[config.mk]
export PLATFORM = sky130hd
export DESIGN_NAME = m_fetch_predictor
export DESIGN_NICKNAME = d
export VERILOG_FILES = /design/src/rtl/m_fetch_predictor_pkg.sv /design/src/rtl/m_fetch_predictor_btb.sv /design/src/rtl/m_fetch_predictor.sv
export SDC_FILE = /design/constraint.sdc
export NUM_CORES = 2
export LEC_CHECK = 0
export ABC_AREA = 0
export BUFFER_PORTS_ARGS = -buffer_cell sky130_fd_sc_hd__buf_2
export CAP_MARGIN = 30
export CORE_MARGIN = 5
export CORE_UTILIZATION = 65
export DETAILED_ROUTE_END_ITERATION = 8
export PLACE_DENSITY = 0.84
export SYNTH_ARGS = -nofsm -noshare
export SYNTH_HDL_FRONTEND = slang
export SYNTH_SLANG_ARGS = --single-unit
[constraint.sdc]
create_clock -name clk -period 11.3 [get_ports clk]
set_input_delay 1.13 -clock clk [delete_from_list [all_inputs] [get_ports clk]]
set_output_delay 1.13 -clock clk [all_outputs]
set_load 0.05 [all_outputs]
[src/rtl/m_fetch_predictor_pkg.sv]
// Shared definitions for the fetch/predict stage: RV32I encodings, the BTB entry
// layout and the 2-bit saturating counter helpers.
package m_fetch_predictor_pkg;

  localparam logic [31:0] NOP_INSTR_C  = 32'h0000_0013;
  localparam logic [31:0] HALT_INSTR_C = 32'h000f_0033;

  localparam logic [6:0] OPC_OP     = 7'b0110011;
  localparam logic [6:0] OPC_OP_IMM = 7'b0010011;
  localparam logic [6:0] OPC_BRANCH = 7'b1100011;
  localparam logic [6:0] OPC_JAL    = 7'b1101111;
  localparam logic [6:0] OPC_JALR   = 7'b1100111;

  // Tag storage is sized for the widest legal tag; narrower tags are zero-extended.
  localparam int BTB_TAG_MAX = 30;

  typedef struct packed {
    logic                   valid;
    logic [BTB_TAG_MAX-1:0] tag;
    logic [31:0]            target;
    logic [1:0]             ctr;
  } btb_entry_t;

  function automatic logic [1:0] sat_inc(input logic [1:0] c);
    return (c == 2'b11) ? 2'b11 : c + 2'b01;
  endfunction

  function automatic logic [1:0] sat_dec(input logic [1:0] c);
    return (c == 2'b00) ? 2'b00 : c - 2'b01;
  endfunction

endpackage

[src/rtl/m_fetch_predictor_btb.sv]
// Direct-mapped branch target buffer: one combinational lookup port and one
// training port that writes at the clock edge (lookup sees the pre-update entry).
module m_btb
  import m_fetch_predictor_pkg::*;
#(
  parameter int IDX_W = 4,
  parameter int TAG_W = 8
) (
  input  logic        clk,
  input  logic        rst,
  input  logic        ce,
  input  logic [31:0] lkp_pc,
  output logic        lkp_taken,
  output logic [31:0] lkp_target,
  input  logic        upd_valid,
  input  logic [31:0] upd_pc,
  input  logic        upd_taken,
  input  logic [31:0] upd_target
);

  localparam int N = 1 << IDX_W;

  btb_entry_t             btb_r [N];
  logic [IDX_W-1:0]       lkp_idx_s;
  logic [IDX_W-1:0]       upd_idx_s;
  logic [BTB_TAG_MAX-1:0] lkp_tag_s;
  logic [BTB_TAG_MAX-1:0] upd_tag_s;
  btb_entry_t             lkp_ent_s;
  btb_entry_t             upd_ent_s;
  btb_entry_t             upd_new_s;
  logic                   upd_hit_s;
  logic                   upd_we_s;
  logic                   unused_s;

  assign unused_s = ^{lkp_pc[31:TAG_W+IDX_W+2], lkp_pc[1:0],
                      upd_pc[31:TAG_W+IDX_W+2], upd_pc[1:0]};

  // Lookup: predict taken only on a valid tag hit with the counter in a taken state
  always_comb begin
    lkp_idx_s  = lkp_pc[IDX_W+1:2];
    lkp_tag_s  = BTB_TAG_MAX'(lkp_pc[TAG_W+IDX_W+1:IDX_W+2]);
    lkp_ent_s  = btb_r[lkp_idx_s];
    lkp_taken  = lkp_ent_s.valid && (lkp_ent_s.tag == lkp_tag_s) && lkp_ent_s.ctr[1];
    if (lkp_taken) begin
      lkp_target = lkp_ent_s.target;
    end else begin
      lkp_target = 32'h0000_0000;
    end
  end

  // Training: hits move the counter, taken misses allocate, not-taken misses are ignored
  always_comb begin
    upd_idx_s = upd_pc[IDX_W+1:2];
    upd_tag_s = BTB_TAG_MAX'(upd_pc[TAG_W+IDX_W+1:IDX_W+2]);
    upd_ent_s = btb_r[upd_idx_s];
    upd_hit_s = upd_ent_s.valid && (upd_ent_s.tag == upd_tag_s);
    upd_new_s = upd_ent_s;
    upd_we_s  = 1'b0;
    if (upd_valid && upd_hit_s) begin
      upd_we_s = 1'b1;
      if (upd_taken) begin
        upd_new_s.ctr    = sat_inc(upd_ent_s.ctr);
        upd_new_s.target = upd_target;
      end else begin
        upd_new_s.ctr = sat_dec(upd_ent_s.ctr);
      end
    end else if (upd_valid && upd_taken) begin
      upd_we_s         = 1'b1;
      upd_new_s.valid  = 1'b1;
      upd_new_s.tag    = upd_tag_s;
      upd_new_s.target = upd_target;
      upd_new_s.ctr    = 2'b10;
    end else begin
      upd_we_s = 1'b0;
    end
  end

  // Entry storage with weakly-not-taken counters out of reset
  always_ff @(posedge clk) begin
    if (rst) begin
      for (int i = 0; i < N; i++) begin
        btb_r[i] <= '{valid: 1'b0, tag: '0, target: 32'h0000_0000, ctr: 2'b01};
      end
    end else if (ce && upd_we_s) begin
      btb_r[upd_idx_s] <= upd_new_s;
    end
  end

endmodule

[src/rtl/m_fetch_predictor.sv]
// Instruction-fetch stage: drives the synchronous imem, predicts the next PC from
// the BTB and accepts redirects/training from the branch-resolving stage.
module m_fetch_predictor
  import m_fetch_predictor_pkg::*;
#(
  parameter int          BTB_IDX_W  = 4,
  parameter int          BTB_TAG_W  = 8,
  parameter logic [31:0] RESET_PC   = 32'h0000_0000,
  parameter logic [31:0] HALT_INSTR = HALT_INSTR_C,
  parameter logic [31:0] NOP_INSTR  = NOP_INSTR_C
) (
  input  logic        clk,
  input  logic        rst,
  input  logic        ce,
  input  logic        stall,
  input  logic        redirect_valid,
  input  logic [31:0] redirect_pc,
  input  logic        upd_valid,
  input  logic [31:0] upd_pc,
  input  logic        upd_taken,
  input  logic [31:0] upd_target,
  output logic [11:0] imem_addr,
  input  logic [31:0] imem_data,
  output logic        out_valid,
  output logic [31:0] out_pc,
  output logic [31:0] out_instr,
  output logic        out_pred_taken,
  output logic [31:0] out_pred_target,
  output logic        halted
);

  logic [31:0] pc_r;
  logic        valid_r;
  logic        halted_r;
  logic [31:0] next_pc_s;
  logic        valid_nxt_s;
  logic        halted_nxt_s;
  logic        pred_taken_s;
  logic [31:0] pred_target_s;

  m_btb #(
    .IDX_W (BTB_IDX_W),
    .TAG_W (BTB_TAG_W)
  ) u_btb (
    .clk        (clk),
    .rst        (rst),
    .ce         (ce),
    .lkp_pc     (pc_r),
    .lkp_taken  (pred_taken_s),
    .lkp_target (pred_target_s),
    .upd_valid  (upd_valid),
    .upd_pc     (upd_pc),
    .upd_taken  (upd_taken),
    .upd_target (upd_target)
  );

  // Next-address selection; imem is addressed with next so data lines up with pc_r
  always_comb begin
    next_pc_s    = pc_r;
    valid_nxt_s  = valid_r;
    halted_nxt_s = halted_r;
    if (rst) begin
      next_pc_s    = RESET_PC;
      valid_nxt_s  = 1'b0;
      halted_nxt_s = 1'b0;
    end else if (!ce) begin
      next_pc_s = pc_r;
    end else if (redirect_valid) begin
      next_pc_s    = redirect_pc;
      valid_nxt_s  = 1'b1;
      halted_nxt_s = 1'b0;
    end else if (halted_r || stall) begin
      next_pc_s = pc_r;
    end else if (!valid_r) begin
      valid_nxt_s = 1'b1;
    end else if (imem_data == HALT_INSTR) begin
      halted_nxt_s = 1'b1;
    end else if (pred_taken_s) begin
      next_pc_s = pred_target_s;
    end else begin
      next_pc_s = pc_r + 32'd4;
    end
  end

  assign imem_addr = next_pc_s[13:2];
  assign halted    = halted_r;

  // Fetch state registers
  always_ff @(posedge clk) begin
    if (rst) begin
      pc_r     <= RESET_PC;
      valid_r  <= 1'b0;
      halted_r <= 1'b0;
    end else if (ce) begin
      pc_r     <= next_pc_s;
      valid_r  <= valid_nxt_s;
      halted_r <= halted_nxt_s;
    end
  end

  // Output muxing: a halted fetch keeps re-reading HALT but never re-presents it
  always_comb begin
    out_valid       = valid_r & ~halted_r & ~redirect_valid;
    out_pc          = 32'h0000_0000;
    out_instr       = NOP_INSTR;
    out_pred_taken  = 1'b0;
    out_pred_target = 32'h0000_0000;
    if (out_valid) begin
      out_pc          = pc_r;
      out_instr       = imem_data;
      out_pred_taken  = pred_taken_s;
      out_pred_target = pred_target_s;
    end else begin
      out_pc = 32'h0000_0000;
    end
  end

endmodule

==> reports/metrics.cfg <==
[run_status]
status = complete, no violations

[synth]
synth_area_per_cell_sq_um = 15.1
yosys.area_share.simple_pct = 11.3
yosys_warnings = 0
syn_area_sq_um = 50800
synth_seq_cells = 1078
ys_dominant_reg_cell = edfxtp_1
syn_inst = 3371
synthXorXnorAreaFrac_pct = 0.586
synth_mux_area_share_pct = 19.7
synth_top_family_by_area = multiplexers
synth_cell_type_count = 68
synth_compound_area_share_pct = 2.70
synth_edf_count = 1040
synthArstFlopShare_pct = 0
seq_area_frac_synth_pct = 62.9
synthAdderAreaFrac_pct = 0.0443

[worst_setup_path]
cp-start-kind = input port
crit_buf_inv = 4
slowest_stage = buf_4
critPathKind = in -> reg
ff2ff_path_depth = 11
crit_required_ns = 11.60
cp_cell_sequence = buf_8, buf_4, mux4_2, mux4_2, xnor2_1, nand4_1, a2111o_1, a2111oi_4, nor2_2, or3_2, buf_4, nand2_4, buf_4
cp_common_cell = buf_4
crit_family = buffers and inverters
critPathMaxFanout = 55
crit_path_end_kind = register
cp_num_cells = 13
crit_arrival_ns = 7.66
slowest_delay_ns = 0.74

[clock_tree]
cts_tree = done
numCtsBuffers = 103
clock_sinks = 1078
post_cts_resized = 0
cts-htree-levels = 3
max-clock-path-buffers = 3
post_cts_buffers = 0
clk_latency_ns = 0.67
clk_pin_slew_ns = 0.06
cts_hold_buf = 0
root_buffer = clkbuf_16

[cells_and_area]
multi_input_area_sq_um = 18900
regArea_sq_um = 32000
fillCellCount = 4221
nets = 3999
fin_cells = 4999
area_growth_syn_to_layout_pct = 13.1
drive_above_1_share_pct = 24.8

[drt]
ant_nets = 0
drt_iter0_drc = 6404
vias = 35599
route.detailed.drc = 0
routed_wirelength_um = 159000
wl_per_cell_um = 31.8
firstDrtPassIters = 8
via_per_inst = 7.12

[pwr]
leakage_nw = 20.5
clkPwrFrac_pct = 36.2
netSwitchingPower_mw = 2.24
p_per_area_nw_per_um2 = 155
p_seq_share_pct = 53.0
p_int_mw = 6.68
swShare_pct = 25.1
ir_worst_vdd_uv = 120
pwr-share-comb_pct = 10.7

[global_route]
grt_pass1_wl_um = 229000
antenna_found_initial = 12
grt_max_degree = 143
grt_pass1_vias = 35635
grt-ovfl-total = 0
grt_usage_pct = 37.8

[place]
port-buffer-count = 225
gp_congestion = 0.894
hpwl_um = 85500
dp.cells = 4795

[min_path]
hp-class = reg -> reg
hold-path-cell-count = 2

[die]
dieArea_sq_um = 83900
num_rows = 102
io_pins = 246
start_util_pct = 65.6
die_w_um = 290
coreArea_sq_um = 77500
die_y_um = 290

[timing]
fmax_ghz = 0.136
hold_viol = 0
max_slew_margin_pct = 26.1
setup_violations = 0
worst_pin_slew_ns = 1.11
drv_slew = 0
period_minus_slack_ns = 7.36
rsz0062_at_grt = no
setup_tns_ns = 0
finalCritPeriodShare_pct = 65.1
skew_ns = 0.0304

[run]
maxCapViolCount = 0

==> Yosys cell counts (all sizes together) (5+ instances only) <==
cell type	n	share of area [%]
nor2	757	5.8
edfxtp	1040	61
nand3	45	0.44
nor4b	7	0.12
nor3	47	0.46
and2	67	0.82
o21ai	36	0.35
nand4	14	0.17
nand4b	10	0.17
mux4	415	18
a21oi	51	0.50
and3	33	0.41
a211oi	15	0.22
a31oi	15	0.18
buf	118	1.2
a21o	5	0.074
xnor2	23	0.40
dfxtp	38	1.5
inv	32	0.24
a32oi	7	0.12
nand2	112	0.83
or4	17	0.26
nand2b	11	0.14
nor4	74	0.91
clkbuf	173	1.3
nand3b	8	0.12
or4b	6	0.12
a221oi	11	0.19
or3	20	0.25
mux2i	62	1.2
nor3b	7	0.10
nor2b	5	0.062
xor2	11	0.19
a22oi	27	0.40
==> power by group through the flow <==
stage                     combinational (mW)  clock, mW  sequential [mW]
after floorplan                        0.617          0             4.74
after global placement                 0.866          0             4.77
after CTS                              0.914       3.23             4.72
final                                  0.956       3.23             4.73
after global routing                   0.988       3.42             4.74
after detailed placement               0.895          0             4.79
==> state kept, by name, summed over array words and instances, names as in the netlist, named ones only <==
register and cells:
halted 1, valid_r 1, pc_r 32, u_btb.btb_r 1040
==> layout by cell type, fill, tap and decap left out, drive strengths merged, types with 6 or more instances in the layout <==
cell    instances
a211oi         15
a21oi          51
a221oi         11
a22oi          27
a31oi          15
a32oi           7
and2           67
and3           33
buf           327
clkbuf        129
clkinv         55
conb          352
dfxtp          38
diode          13
edfxtp       1040
inv            34
mux2i          62
mux4          415
nand2         112
nand2b         11
nand3          45
nand3b          8
nand4          14
nand4b         10
nor2          757
nor3           47
nor3b           7
nor4           74
nor4b           7
o21ai          36
or3            20
or4            17
or4b            6
xnor2          23
xor2           11
==> final cells by class <==
class	count	share of cell area, %
Antenna cell	13	0.0566
Clock buffer	129	4.69
Clock inverter	59	0.618
Inverter	35	0.231
Multi-Input combinational cell	2318	32.9
Sequential cell	1078	55.7
Tap cell	1040	2.26
Timing Repair Buffer	327	3.56
==> worst register-to-register path, delay by kind of cell, from the launching register on <==
kind,cells,cell delay [ns]
DFF,1,0.40
muxes,1,0.34
and+or+nand+nor,5,2.02
AOI/OAI and AO/OA,3,1.64
buffers and inverters,2,1.19
==> per-stage QoR <==
stage	total power, mW	hold slack (ns)	setup slack, ns	instance area, sq um	util (%)
final	8.92	0.509	3.94	57500	74.2
after global routing	9.15	0.552	3.83	57500	74.2
after CTS	8.87	0.510	3.92	57400	74.1
after detailed placement	5.69	0.494	3.35	54300	70.1
after global placement	5.64	0.476	3.45	54200	69.9
after floorplan	5.36	0.459	5.10	52100	-
==> cell families after synthesis <==
logic type	count (synthesis)
compound gates	203
other cells	1
flops	1078
xor+xnor	34
fa+ha+maj	2
simple gates	1246
mux	481
buf+inv	326
==> path summary, 6_finish.rpt <==
path                            slack [ns]                 end                start
worst max-delay path                  3.94  u_btb.btb_r[7][52]            upd_pc[2]
worst min-delay path                  0.51             valid_r              valid_r
worst max register to register        5.30  u_btb.btb_r[7][52]  u_btb.btb_r[14][45]
worst min register to register        0.51             valid_r              valid_r
==> routing by layer <==
metal | vias up | wire [um] | global-route usage [%]
met5 | - | 7 | 0
met4 | 2 | 12800 | 23.6
met3 | 977 | 27100 | 14.3
met2 | 3906 | 73000 | 58.4
met1 | 16989 | 45900 | 45.5
li1 | 13725 | - | -
No activity file was read; power rests on OpenSTA's default activity.
